$ cat src/rtl/imem_fetch_ctrl.sv
// imem_fetch_ctrl: owns the PC, fetches from a combinational ROM into IF/ID and flags out-of-range fetches.
// Optional FETCH_PERF_CNT_EN builds fetch/stall performance counters; otherwise both read 0.
module imem_fetch_ctrl #(
  parameter logic [31:0] RESET_PC = 32'h0000_0000,
  parameter int ROM_WORDS = 128
) (
  input  logic        clk,
  input  logic        rst_n,
  output logic [31:0] rom_addr,
  input  logic [31:0] rom_data,
  input  logic        stall,
  input  logic        flush,
  input  logic        redirect_valid,
  input  logic [31:0] redirect_pc,
  input  logic        halt_req,
  output logic [31:0] if_instr,
  output logic [31:0] if_pc,
  output logic [31:0] if_pc4,
  output logic        if_valid,
  output logic        fetch_fault,
  output logic [1:0]  fsm_state,
  output logic [31:0] fetch_count,
  output logic [31:0] stall_count
);
  typedef enum logic [1:0] {RUN = 2'b00, HALT = 2'b01, FAULT = 2'b10} state_t;
  state_t state, state_n;
  logic [31:0] pc, pc_n, pc4;
  logic fetch, hold, oor, run;
  assign pc4 = pc + 32'd4;
  assign rom_addr = pc;
  assign fsm_state = state;
  assign fetch_fault = state == FAULT;
  assign oor = (pc >> 2) >= 32'(ROM_WORDS);
  // Dropping halt_req in HALT resumes fetching on that same edge from the held pc.
  assign run = state == RUN || (state == HALT && !halt_req);
  always_comb begin
    state_n = state;
    pc_n = pc;
    fetch = 1'b0;
    hold = 1'b0;
    if (redirect_valid) begin
      pc_n = redirect_pc & 32'hFFFF_FFFC;
      state_n = (state == HALT && halt_req) ? HALT : RUN;
    end else if (run) begin
      state_n = RUN;
      if (stall) hold = !flush;
      else if (halt_req) state_n = HALT;
      else if (oor) state_n = FAULT;
      else begin
        pc_n = pc4;
        fetch = !flush;
      end
    end
  end
  always_ff @(posedge clk or negedge rst_n) begin
    if (!rst_n) begin
      state <= RUN;
      pc <= RESET_PC;
      if_instr <= '0;
      if_pc <= '0;
      if_pc4 <= '0;
      if_valid <= 1'b0;
    end else begin
      state <= state_n;
      pc <= pc_n;
      if (fetch) begin
        if_instr <= rom_data;
        if_pc <= pc;
        if_pc4 <= pc4;
        if_valid <= 1'b1;
      end else if (!hold) begin
        if_instr <= '0;
        if_valid <= 1'b0;
      end
    end
  end
`ifdef FETCH_PERF_CNT_EN
  logic [31:0] fcnt, scnt;
  always_ff @(posedge clk or negedge rst_n) begin
    if (!rst_n) begin
      fcnt <= '0;
      scnt <= '0;
    end else begin
      if (fetch) fcnt <= fcnt + 32'd1;
      if (state == RUN && stall && !redirect_valid) scnt <= scnt + 32'd1;
    end
  end
  assign fetch_count = fcnt;
  assign stall_count = scnt;
`else
  assign fetch_count = '0;
  assign stall_count = '0;
`endif
endmodule

$ cat config.mk
export PLATFORM = sky130hd
export DESIGN_NAME = imem_fetch_ctrl
export DESIGN_NICKNAME = d
export VERILOG_FILES = /design/src/rtl/imem_fetch_ctrl.sv
export SDC_FILE = /design/constraint.sdc
export NUM_CORES = 1
export LEC_CHECK = 0
export BUFFER_PORTS_ARGS = -buffer_cell sky130_fd_sc_hd__buf_4
export CORE_MARGIN = 8
export CORE_UTILIZATION = 47
export CTS_BUF_LIST = sky130_fd_sc_hd__clkbuf_4 sky130_fd_sc_hd__clkbuf_8
export CTS_CLUSTER_SIZE = 24
export DETAILED_ROUTE_END_ITERATION = 6
export GPL_ROUTABILITY_DRIVEN = 1
export PLACE_DENSITY = 0.85
export SLEW_MARGIN = 10
export SYNTH_ARGS = -nofsm -noshare
export SYNTH_HDL_FRONTEND = slang
export SYNTH_SLANG_ARGS = --single-unit
$ cat constraint.sdc
create_clock -name clk -period 2.85 [get_ports clk]
set_clock_uncertainty 0.2 [all_clocks]
set_input_delay 0.57 -clock clk [delete_from_list [all_inputs] [get_ports clk]]
set_output_delay 0.57 -clock clk [all_outputs]
set_load 0.03 [all_outputs]
==> Word-level counts from Yosys, hierarchy flattened <==
Cells that the tools add are included.
{ "totals": {"register_bits": 131, "inputBits": 70} }
{ "classes": {"add_sub_neg": 1, "order_cmp": 1, "n_eq_ne": 6, "mux": 23, "reduce_logical": 8} }
{ "op_table": {"columns": ["op", "n"], "rows": [
  ["$mux W32", 7],
  ["$add A32 B3 Y32 const B", 1],
  ["$ge A30 B8 Y1 const B", 1],
  ["$mux W1", 11],
  ["$mux W2", 5],
  ["$ne A2 B2 Y1 const B", 3],
  ["$reduce_and A4 Y1", 1],
  ["$eq A2 B1 Y1 const B", 1],
  ["$eq A2 B2 Y1 const B", 1],
  ["$logic_and A1 B1 Y1", 2],
  ["$logic_not A1 Y1", 2],
  ["$logic_not A2 Y1", 1],
  ["$ne A2 B1 Y1 const B", 1],
  ["$reduce_bool A2 Y1", 1],
  ["$logic_or A1 B1 Y1", 1]
]} }

==> Longest topological paths before layout <==
{ "logic_depth": {"ltp_word": 7, "ltp_mapped": 7, "mapped_depth_nobuf": 5} }

==> Worst setup path after synthesis <==
Ideal clock, no wire load.
{ "synth_path": {"path_kind": "register to register", "start": "register pc[9], in the netlist rom_addr[9]", "end": "register if_pc[5]", "arrival_ns": 1.852, "required_ns": 2.522, "slack_ns": 0.670, "stages_incl_launch_ff": 7, "n_path_buf": 2, "synth_period_minus_slack_ns": 2.180, "path_cell_list": "dfrtp_1 > nor4_1 > nand4_1 > nor3_2 > buf_4 > buf_6 > mux2_1"} }
{ "synth_via": {"elab_chain_len": 6} }
{ "synth_lines": {"columns": ["element", "line", "text"], "rows": [
  ["start: declaration", "27", "logic [31:0] pc, pc_n, pc4;"],
  ["start signal: assignment", "65", "pc <= pc_n;"],
  ["$ge A30 B8 Y1", "33", "assign oor = (pc >> 2) >= 32'(ROM_WORDS);"],
  ["$mux W1", "48", "else if (oor) state_n = FAULT;"],
  ["$mux W1", "47", "else if (halt_req) state_n = HALT;"],
  ["$mux W1", "46", "if (stall) hold = !flush;"],
  ["$mux W1", "44", "end else if (run) begin"],
  ["$mux W1", "41", "if (redirect_valid) begin"],
  ["end signal: assignment", "68", "if_pc <= pc;"],
  ["end: declaration", "17", "output logic [31:0] if_pc,"]
]} }
No other way between the ends.
A chain may end at the register's enable or synchronous reset.

==> Final worst setup path <==
{ "layout_path": {"start": "register pc[19], in the netlist rom_addr[19]", "end": "register if_pc[8]"} }
The elaborated chain is that of the path after synthesis.

==> flow_summary.yaml <==
yosys:
  synth_cell_types: 36
  synth_commonest_cells: "dfrtp_1, buf_4, nor2b_1"
  synth-seq-cells: 125
  ys.flop_type: "dfrtp_1"
  synth_edf_count: 0
  yosys.area.top_type: "dfrtp_1"
  synth_most_common_cell: "dfrtp_1"
  synth-async-reset-ratio: 1.000
  ys_seq_area_frac: 0.5988
  yosysWarnings: 0
  netlist_instances: 406
  syn_area_per_cell_um2: 12.87
  synth_top_cell_area_share: 0.5988
  synth_area_leaders: "dfrtp_1, buf_4, mux2_2, nor2b_1, a22o_1"
  netlist_area_um2: 5224
timing:
  setup_viol: 0
  rsz0062_at_grt: "no"
  min_period_ns: 2.428
  maxSlewHeadroom: 0.6456
  tns_ns: 0
  max_slew.worst_pin.slew_ns: 0.5267
  hold_viol_final: 0
  finalMaxSlewViolations: 0
  fin_crit_sh: 0.8521
  fmax_ghz: 0.4118
critical_path:
  critical_path_class: "reg2reg"
  cp-start-kind: "flip-flop"
  reg2reg_depth: 5
  rrSetupSlack_ns: 0.42
  worst_ep_required_time_ns: 2.97
  critical_path.endpoint_type: "flip-flop"
  critPathArrivalTime_ns: 2.55
  worstPathMaxFanout: 21
run_status:
  outcome: "completed"
place:
  port_buffers: 193
  placed_area_um2: 6575
  hpwl_mm: 9.871
  place.gp.congestion: 0.7797
  dpl.cell_count: 726
floorplan:
  core_um2: 10840
  boundaryPins: 266
  num_rows: 38
  die_h_um: 121.4
  dieArea_um2: 14740
  start_util: 0.4819
  dieWidth_um: 121.4
pwr:
  power.density_nw_per_um2: 554.0
  leakagePower_nw: 3.789
  vdd_ir_drop_max_uv: 379.9
global_routing:
  grt_pass1_vias: 3893
  grt_max_degree: 63
  grt_use_met1: 0.1838
  busiest_layer: "met2"
  use_met3: 0.09027
  grt.overflow.total: 0
  antenna_found_initial: 0
  grt_use_total: 0.1763
  met2_usage: 0.2934
  grt_pass1_wl_mm: 20.07
drt:
  via_count: 3607
  routed_wl_mm: 13.19
  wl_per_cell_um: 17.42
  drc_errors: 0
  dr.first_iter.drc_count: 162
  detail_route.vias_per_cell: 4.765
  firstDrtPassIters: 4
  antenna_left: 0
layout:
  drive_gt1_frac: 0.4230
  fin_nets: 678
  fin_cells: 757
  design_area_um2: 6973
  utilization: 0.6432
  syn_to_final_growth_pct: 33.49
  antenna_cells: 0
  num-fill-cells: 844
min_path:
  hp-class: "in2reg"
  worst_hold_path.num_cells: 2
clock_tree:
  cts-root-buf: "clkbuf_8"
  clock_latency_ns: 0.43
  cts_tree: "built"
  cts_max_level: 4
  ctsResizeCount: 0
  cts.path.max_buffers: 2
  clk_pin_slew_ns: 0.07
  numCtsBuffers: 17
  clock-sinks: 125
job:
  max_cap_violations: 0
## stage by stage
step                      power [mW]  setup WS, ns  hold WS, ns
final                          3.863        0.4215       0.1521
after global placement         2.396        0.5289       0.2631
after detailed placement       2.410        0.4317       0.2716
after CTS                      3.901        0.3810       0.1192
after floorplan                2.264        0.6700      0.07441
after global routing           4.028        0.1859       0.1227
## critical path, cell delays in order, from the launching register on
cell     delay, ns
dfrtp_1       0.41
nor4_1        0.44
nand4_1       0.30
nor3_4        0.30
buf_4         0.30
mux2_2        0.37
## cell usage in the layout, fill, tap and decap left out, types with 2 or more instances in the layout
cell type,synthesis,routed
a22o_1,32,32
xnor2_1,4,4
buf_4,71,199
nand2b_1,5,5
mux2_2,27,27
o31a_1,9,9
nand2_1,9,9
xor2_1,2,2
nor4_1,9,9
or2_2,2,2
inv_1,4,4
o21ai_0,2,2
clkinv_2,0,4
a31oi_1,2,2
nor2b_1,45,45
and4_1,2,2
dfrtp_1,125,125
ha_1,2,2
conb_1,1,70
nand3_1,4,4
nor2_1,3,3
and3_1,2,2
buf_12,0,2
nor3_1,4,4
clkbuf_8,0,24
mux2_1,10,10
a21oi_1,2,2
## logic make-up after synthesis
kind of cell / synth area share
adders and majority gates: 0.004790
and+or+nand+nor: 0.1028
xor gates and xnor gates: 0.01006
AOI/OAI and AO/OA: 0.08096
DFF: 0.5988
other: 0.0007179
muxes: 0.07976
buffers and inverters: 0.1222
## path summary, 6_finish.rpt
check	from	end
min in group asynchronous	rst_n	rom_addr[11]
max in group asynchronous	rst_n	if_pc4[18]
min	rom_data[17]	if_instr[17]
min reg2reg	if_valid	if_valid
max reg2reg	rom_addr[19]	if_pc[8]
max	rom_addr[19]	if_pc[8]
## layer usage
| layer | vias to the layer above | wire, um |
|---|---|---|
| met3 | 23 | 1597 |
| met4 | 0 | 263 |
| met5 | - | 0 |
| li1 | 1658 | - |
| met1 | 1746 | 4746 |
| met2 | 180 | 6583 |
## timing repair
action,in CTS,in global routing
hold endpoints to repair,26,0
hold buffers,1,0
buffers inserted,0,0
## registers in the layout, indices dropped and copies added, names as in the netlist
register / count
fsm_state: 2
if_instr: 32
if_pc: 30
if_pc4: 30
if_valid: 1
rom_addr: 30
## where the power goes
group | switching (mW) | internal (mW)
Sequential | 0.0513 | 1.82
Combinational | 0.337 | 0.175
Clock | 0.646 | 0.837
Total | 1.03 | 2.83
## final cells by class
class                      count  area [um^2]  share of cell area
inverter                       4        15.01            0.002153
timing repair buffer         202         1544              0.2214
clock buffer                  24        330.3             0.04737
tap                          140        175.2             0.02512
clock inverter                 6        57.56            0.008254
multi-input combinational    256         1723              0.2471
sequential                   125         3128              0.4486
Note: power is estimated with default switching activity, not from simulation.
